## config.mk

```make
export PLATFORM = sky130hd
export DESIGN_NAME = generador_imm_pipe_flat
export DESIGN_NICKNAME = d
export VERILOG_FILES = /design/src/rtl/imm_pkg.sv /design/src/rtl/generador_imm_pipe_if.sv /design/src/rtl/imm_ensamblador.sv /design/src/rtl/generador_imm_pipe.sv /design/src/flat_wrapper.sv
export SDC_FILE = /design/constraint.sdc
export NUM_CORES = 1
export LEC_CHECK = 0
export ABC_AREA = 1
export CAP_MARGIN = 10
export CORE_UTILIZATION = 40
export CTS_CLUSTER_SIZE = 40
export DETAILED_ROUTE_END_ITERATION = 8
export PLACE_DENSITY = 0.79
export SYNTH_ARGS = -nofsm -noshare
export SYNTH_HDL_FRONTEND = slang
export SYNTH_SLANG_ARGS = --single-unit
export TNS_END_PERCENT = 5
```

## constraint.sdc

```tcl
create_clock -name clk -period 4.24 [get_ports clk]
set_input_delay 0.848 -clock clk [delete_from_list [all_inputs] [get_ports clk]]
set_output_delay 0.848 -clock clk [all_outputs]
set_load 0.005 [all_outputs]
```

## src/rtl/imm_pkg.sv

```systemverilog
// Shared types and opcode constants for the pipelined immediate generator.
package imm_pkg;

    typedef enum logic [2:0] {
        FMT_I       = 3'd0,
        FMT_S       = 3'd1,
        FMT_B       = 3'd2,
        FMT_U       = 3'd3,
        FMT_J       = 3'd4,
        FMT_NONE    = 3'd5,
        FMT_ILLEGAL = 3'd7
    } formato_t;

    localparam logic [6:0] OPC_LOAD     = 7'b0000011;
    localparam logic [6:0] OPC_OP_IMM   = 7'b0010011;
    localparam logic [6:0] OPC_OP_IMM32 = 7'b0011011;
    localparam logic [6:0] OPC_JALR     = 7'b1100111;
    localparam logic [6:0] OPC_SYSTEM   = 7'b1110011;
    localparam logic [6:0] OPC_FENCE    = 7'b0001111;
    localparam logic [6:0] OPC_STORE    = 7'b0100011;
    localparam logic [6:0] OPC_BRANCH   = 7'b1100011;
    localparam logic [6:0] OPC_LUI      = 7'b0110111;
    localparam logic [6:0] OPC_AUIPC    = 7'b0010111;
    localparam logic [6:0] OPC_JAL      = 7'b1101111;
    localparam logic [6:0] OPC_OP       = 7'b0110011;
    localparam logic [6:0] OPC_OP32     = 7'b0111011;

    // Opcode to immediate format; anything unrecognised is ILLEGAL.
    function automatic formato_t decode_formato(input logic [6:0] opc);
        formato_t f;
        case (opc)
            OPC_LOAD, OPC_OP_IMM, OPC_OP_IMM32,
            OPC_JALR, OPC_SYSTEM, OPC_FENCE:     f = FMT_I;
            OPC_STORE:                           f = FMT_S;
            OPC_BRANCH:                          f = FMT_B;
            OPC_LUI, OPC_AUIPC:                  f = FMT_U;
            OPC_JAL:                             f = FMT_J;
            OPC_OP, OPC_OP32:                    f = FMT_NONE;
            default:                             f = FMT_ILLEGAL;
        endcase
        return f;
    endfunction

endpackage

```

## src/rtl/generador_imm_pipe_if.sv

```systemverilog
// Instruction-in / immediate-out stream bundle for the immediate generator.
interface generador_imm_pipe_if
    import imm_pkg::*;
#(
    parameter int unsigned XLEN  = 64,
    parameter int unsigned CNT_W = 16
);
    logic             flush;
    logic             in_valid;
    logic             in_ready;
    logic [31:0]      instruccion;
    logic             out_valid;
    logic             out_ready;
    logic [XLEN-1:0]  inmediato;
    formato_t         formato;
    logic             ilegal;
    logic [CNT_W-1:0] cuenta_ilegal;

    modport master (
        output flush, in_valid, instruccion, out_ready,
        input  in_ready, out_valid, inmediato, formato, ilegal, cuenta_ilegal
    );

    modport slave (
        input  flush, in_valid, instruccion, out_ready,
        output in_ready, out_valid, inmediato, formato, ilegal, cuenta_ilegal
    );
endinterface

```

## src/rtl/imm_ensamblador.sv

```systemverilog
// Combinational immediate assembly: instruction + format -> sign-extended XLEN value.
module imm_ensamblador
    import imm_pkg::*;
#(
    parameter int unsigned XLEN = 64
) (
    input  logic [31:0]     instruccion,
    input  formato_t        formato,
    output logic [XLEN-1:0] inmediato_c
);
    logic [31:0] imm32;

    // Opcode bits never contribute to the immediate.
    logic unused_opcode;
    assign unused_opcode = ^instruccion[6:0];

    // Gather the format's immediate bits, already sign-extended to 32.
    always_comb begin
        imm32 = '0;
        case (formato)
            FMT_I: imm32 = {{20{instruccion[31]}}, instruccion[31:20]};
            FMT_S: imm32 = {{20{instruccion[31]}}, instruccion[31:25], instruccion[11:7]};
            FMT_B: imm32 = {{19{instruccion[31]}}, instruccion[31], instruccion[7],
                            instruccion[30:25], instruccion[11:8], 1'b0};
            FMT_U: imm32 = {instruccion[31:12], 12'b0};
            FMT_J: imm32 = {{11{instruccion[31]}}, instruccion[31], instruccion[19:12],
                            instruccion[20], instruccion[30:21], 1'b0};
            default: imm32 = '0;
        endcase
    end

    assign inmediato_c = XLEN'($signed(imm32));
endmodule

```

## src/rtl/generador_imm_pipe.sv

```systemverilog
// Pipelined immediate generator: decode in stage 0, delay stages, assemble in the last stage.
module generador_imm_pipe
    import imm_pkg::*;
#(
    parameter int unsigned XLEN   = 64,
    parameter int unsigned STAGES = 2,
    parameter int unsigned CNT_W  = 16
) (
    input  logic clk,
    input  logic rst_n,
    generador_imm_pipe_if.slave bus
);
    localparam int LAST = int'(STAGES) - 1;

    logic [STAGES-1:0] v;
    logic [STAGES-1:0] drain;
    logic [STAGES-1:0] load;
    logic [31:0]       src_instr;
    formato_t          src_fmt;
    logic [XLEN-1:0]   asm_imm;
    logic [XLEN-1:0]   inmediato_q;
    formato_t          formato_q;
    logic              ilegal_q;
    logic [CNT_W-1:0]  cuenta_q;

    // Ready/drain chain, combinational back from out_ready (no skid buffer).
    for (genvar k = 0; k < STAGES; k++) begin : g_ctl
        logic rdy;
        logic drn;
        if (k == LAST) begin : g_tail
            assign drn = v[k] & bus.out_ready;
        end else begin : g_body
            assign drn = v[k] & g_ctl[k+1].rdy;
        end
        assign rdy      = ~v[k] | drn;
        assign drain[k] = drn;
    end

    assign load[0] = bus.in_valid & g_ctl[0].rdy;
    for (genvar k = 1; k < STAGES; k++) begin : g_load
        assign load[k] = drain[k-1];
    end

    // Front stages carry the raw instruction and its decoded format.
    for (genvar k = 0; k < LAST; k++) begin : g_stage
        logic [31:0] instr_q;
        formato_t    fmt_q;
        logic [31:0] d_instr;
        formato_t    d_fmt;
        if (k == 0) begin : g_in
            assign d_instr = bus.instruccion;
            assign d_fmt   = decode_formato(bus.instruccion[6:0]);
        end else begin : g_dly
            assign d_instr = g_stage[k-1].instr_q;
            assign d_fmt   = g_stage[k-1].fmt_q;
        end

        // Stage data register, loaded when the stage accepts a new entry.
        always_ff @(posedge clk or negedge rst_n) begin
            if (!rst_n) begin
                instr_q <= '0;
                fmt_q   <= FMT_I;
            end else if (load[k] && !bus.flush) begin
                instr_q <= d_instr;
                fmt_q   <= d_fmt;
            end
        end
    end

    // Last stage source: the input itself when single-stage, otherwise the previous stage.
    if (STAGES == 1) begin : g_src_in
        assign src_instr = bus.instruccion;
        assign src_fmt   = decode_formato(bus.instruccion[6:0]);
    end else begin : g_src_reg
        assign src_instr = g_stage[LAST-1].instr_q;
        assign src_fmt   = g_stage[LAST-1].fmt_q;
    end

    imm_ensamblador #(.XLEN(XLEN)) u_ensamblador (
        .instruccion (src_instr),
        .formato     (src_fmt),
        .inmediato_c (asm_imm)
    );

    // Valid bits: flush wipes everything, otherwise fill on load and empty on drain.
    always_ff @(posedge clk or negedge rst_n) begin
        if (!rst_n) begin
            v <= '0;
        end else if (bus.flush) begin
            v <= '0;
        end else begin
            v <= load | (v & ~drain);
        end
    end

    // Output register holds the assembled result until it is consumed.
    always_ff @(posedge clk or negedge rst_n) begin
        if (!rst_n) begin
            inmediato_q <= '0;
            formato_q   <= FMT_I;
            ilegal_q    <= 1'b0;
        end else if (load[LAST] && !bus.flush) begin
            inmediato_q <= asm_imm;
            formato_q   <= src_fmt;
            ilegal_q    <= (src_fmt == FMT_ILLEGAL);
        end
    end

    // Saturating count of illegal results handed to the consumer.
    always_ff @(posedge clk or negedge rst_n) begin
        if (!rst_n) begin
            cuenta_q <= '0;
        end else if (!bus.flush && drain[LAST] && ilegal_q && (cuenta_q != {CNT_W{1'b1}})) begin
            cuenta_q <= cuenta_q + CNT_W'(1);
        end
    end

    assign bus.in_ready      = g_ctl[0].rdy | bus.flush;
    assign bus.out_valid     = v[LAST];
    assign bus.inmediato     = inmediato_q;
    assign bus.formato       = formato_q;
    assign bus.ilegal        = ilegal_q;
    assign bus.cuenta_ilegal = cuenta_q;
endmodule

```

## src/flat_wrapper.sv

```systemverilog
// flat-port wrapper written by rule: the top's interface ports become plain ports
module generador_imm_pipe_flat import imm_pkg::*;
#(
    parameter int unsigned XLEN   = 64,
    parameter int unsigned STAGES = 2,
    parameter int unsigned CNT_W  = 16
)
  (clk, rst_n, bus_flush, bus_in_valid, bus_instruccion, bus_out_ready, bus_in_ready, bus_out_valid, bus_inmediato, bus_formato, bus_ilegal, bus_cuenta_ilegal);
  generador_imm_pipe_if #(.XLEN(XLEN), .CNT_W(CNT_W)) bus_i ();
  input  logic clk;
  input  logic rst_n;
  input wire logic [$bits(bus_i.flush)-1:0] bus_flush;
  input wire logic [$bits(bus_i.in_valid)-1:0] bus_in_valid;
  input wire logic [$bits(bus_i.instruccion)-1:0] bus_instruccion;
  input wire logic [$bits(bus_i.out_ready)-1:0] bus_out_ready;
  output wire logic [$bits(bus_i.in_ready)-1:0] bus_in_ready;
  output wire logic [$bits(bus_i.out_valid)-1:0] bus_out_valid;
  output wire logic [$bits(bus_i.inmediato)-1:0] bus_inmediato;
  output wire logic [$bits(bus_i.formato)-1:0] bus_formato;
  output wire logic [$bits(bus_i.ilegal)-1:0] bus_ilegal;
  output wire logic [$bits(bus_i.cuenta_ilegal)-1:0] bus_cuenta_ilegal;
  assign bus_i.flush = bus_flush;
  assign bus_i.in_valid = bus_in_valid;
  assign bus_i.instruccion = bus_instruccion;
  assign bus_i.out_ready = bus_out_ready;
  assign bus_in_ready = bus_i.in_ready;
  assign bus_out_valid = bus_i.out_valid;
  assign bus_inmediato = bus_i.inmediato;
  assign bus_formato = bus_i.formato;
  assign bus_ilegal = bus_i.ilegal;
  assign bus_cuenta_ilegal = bus_i.cuenta_ilegal;
  generador_imm_pipe #(.XLEN(XLEN), .STAGES(STAGES), .CNT_W(CNT_W)) u_core (.clk(clk), .rst_n(rst_n), .bus(bus_i));
endmodule
```

==> results.tsv <==
stage	metric	value	unit
worst_hold_path	min_to	u_core.bus.inmediato[21]	
clocking	clock_sinks	82	
setup_path	r2r_slack	2180	ps
setup_path	critPathKind	in -> out	
synth	postSynthCellCount	542	
floorplan	start_util	0.420	
clocking	cts_setup_buffers	0	
finish	fin_area	5460	um^2
grt	grt_max_degree	83	
finish	drive_gt1_frac	0.0553	
place	dp_hpwl	7260	um
power_and_ir_drop	power.internal	1.40	mW
synth	seq_area_frac_synth	0.491	
grt	antenna_found_initial	0	
synth	synth.largest_area_cell	dfrtp_1	
finish	num-nets-final	666	
power_and_ir_drop	worst_ir_drop_vdd	159	uV
floorplan	ios	123	
power_and_ir_drop	pwr-share-seq	0.484	
power_and_ir_drop	pwr-share-clk	0.316	
routing	drt_iter0_drc	227	
finish	antennaDiodeCount	0	
grt	grt_pass1_wl	16900	um
clocking	clockRootBuffer	clkbuf_8	
grt	overflow	0	
synth	syn_area_per_cell	7.72	um^2
clocking	post_cts_resize_count	0	
clocking	insertion_delay	350	ps
sta	rsz0062_at_grt	no	
sta	worstMarginPinSlew	1010	ps
setup_path	cpPeakStageDelay	540	ps
power_and_ir_drop	p_per_area	354	nW/um^2
clocking	cts_buffer_depth	2	
sta	post-route-period-util	0.731	
setup_path	path_buf_inv	4	
worst_hold_path	hp-class	reg -> reg	
clocking	cts_tree	done	
finish	mostFrequentLayoutCells	nand2_1, clkdlybuf4s50_1, dfrtp_1	
sta	setup_viol	0	
routing	remaining_drc_errors	0	
power_and_ir_drop	p_sw	0.530	mW
power_and_ir_drop	power_leakage	2.62	nW
floorplan	dieArea	10900	um^2
clocking	cts_max_level	3	
finish	layout_commonest_cell	nand2_1	
synth	synth_area_leaders	dfrtp_1, nand2_1, buf_4	
routing	firstDrtPassIters	5	
setup_path	cp_data_arrival_time	2250	ps
floorplan	rows	36	
finish	areaGrowthSynthToFinish	30.5	%
routing	post_drt_wl_per_cell	12.9	um
synth	synth_top_area_frac	0.491	
grt	grt_use_total	0.191	
place	io_buffer_count	122	
clocking	cts_inserted_buffers	9	
setup_path	required	3390	ps
setup_path	cp_cell_sequence	clkdlybuf4s50_1, inv_2, nand2_1, inv_1, nand2_1, clkdlybuf4s50_1	
floorplan	core	9950	um^2
sta	final-hold-violation-count	0	
sta	worst_clock_skew	9.23	ps
place	placed_area	5250	um^2
setup_path	r2r_cells	7	
routing	vias_per_cell	4.85	
synth	ys_ff_latch	82	
setup_path	crit_family	buffers and inverters	
sta	fin_tns_setup	0	ps
sta	final_max_slew_viol_count	0	
routing	route.vias.total	3717	
place	gp_congestion	0.842	
run_status	status	finished, final reports clean	
power_and_ir_drop	switching_share	0.274	
setup_path	end_kind	output port	
synth	ys.warnings.count	0	
worst_hold_path	min_path_cells	2	
finish	nFillCells	919	
synth	syn_nets	580	
floorplan	die-height	104	um
setup_path	start_kind	primary input	
grt	grt_pass1_vias	3545	
synth	syn-cell-area	4180	um^2
sta	slew_headroom	0.328	
sta	period_minus_slack	3100	ps
sta	fmax	0.322	GHz
floorplan	die_x	104	um
clocking	cts_hold_buf	0	
setup_path	r2r-start	u_core.v[1]	
routing	ant_nets	0	
clocking	clkTransAtPathRegs	70	ps
power_and_ir_drop	combPwrFrac	0.200	
flow_run	drv_cap	0	
worst_hold_path	holdCritStartpoint	u_core.bus.inmediato[21]	
setup_path	cp_slowest_cell	clkdlybuf4s50_1	
routing	wirelength	9870	um
setup_path	reg2reg_to	u_core.bus.inmediato[11]	
setup_path	cp_max_fo	4	
synth	ys_types	33	
[logic make-up (layout without fill, tap and decap cells)]
group,Yosys count,count (layout),synth area share
XOR/XNOR,10,10,0.0209
AND/OR/NAND/NOR,302,302,0.296
flip-flops,82,82,0.491
AO/OA/AOI/OAI,56,56,0.0727
buffers and inverters,91,182,0.117
adder cells (fa/ha/maj),1,1,0.00299
[per-layer routing]
layer | track usage | vias to the layer above | part of all wire
met5 | 0 | - | 0
met4 | 0.0531 | 0 | 0.018
met3 | 0.0464 | 26 | 0.066
met2 | 0.317 | 162 | 0.47
met1 | 0.247 | 1708 | 0.44
li1 | - | 1821 | -
[power by group through the flow]
stage | Sequential (mW) | Clock [mW] | Combinational, mW
2_1_floorplan | 0.936 | 0 | 0.193
3_3_place_gp | 0.949 | 0 | 0.376
3_5_place_dp | 0.951 | 0 | 0.389
4_1_cts | 0.936 | 0.619 | 0.391
5_1_grt | 0.949 | 0.657 | 0.433
6_report | 0.936 | 0.610 | 0.387
[tightest hold or removal path, cell delays in order (launching register included)]
cell and delay, ps:
dfrtp_1 350, nand2_1 50, nand2_1 50
[area by class of cell]
| cell class | instances | area (um^2) | area share |
|---|---|---|---|
| repair buffers | 122 | 1220 | 0.223 |
| inverters | 44 | 168 | 0.0307 |
| clock inverters | 4 | 76.3 | 0.0140 |
| well taps | 133 | 166 | 0.0305 |
| multi-input cells | 369 | 1640 | 0.301 |
| clock buffers | 12 | 135 | 0.0248 |
| flip-flops and latches | 82 | 2050 | 0.376 |
[Yosys cell counts (all sizes together)]
master and instances:
a211oi 1, a21oi 6, and2 2, buf 41, clkbuf 6, dfrtp 82
ha 1, inv 44, nand2 236, nand3 28, nand3b 1, nor2 31
nor3 3, nor4 1, o21ai 43, o22ai 5, o31ai 1, xnor2 9
xor2 1
[per-stage QoR]
stage | power [mW] | utilization | hold WS (ps) | instances | setup WS, ps
after floorplan | 1.13 | - | 465 | 542 | 2260
after global placement | 1.33 | 0.527 | 466 | 750 | 1230
after detailed placement | 1.34 | 0.527 | 469 | 750 | 1120
after CTS | 1.95 | 0.548 | 489 | 766 | 1150
after global routing | 2.04 | 0.548 | 519 | 766 | 1080
final | 1.93 | 0.548 | 485 | 766 | 1140
[how the worst max path moves through the flow]
stage                                to  cells after the start          start  slack (ps)
6_report                   bus_in_ready                      6      bus_flush        1140
4_1_cts                    bus_in_ready                      6      bus_flush        1150
5_1_grt                    bus_in_ready                      6      bus_flush        1080
3_3_place_gp               bus_in_ready                      6      bus_flush        1230
3_5_place_dp   u_core.bus.inmediato[11]                      8      bus_flush        1120
2_1_floorplan              bus_in_ready                      2  bus_out_ready        2260
[state kept, by name, indices dropped and copies added, names as in the netlist]
register,count
u_core.v,2
u_core.g_stage.instr_q,25
u_core.bus.ilegal,1
u_core.bus.formato,3
u_core.bus.cuenta_ilegal,16
u_core.g_stage.fmt_q,3
u_core.bus.inmediato,32
Power figures use the tool's default switching activity.
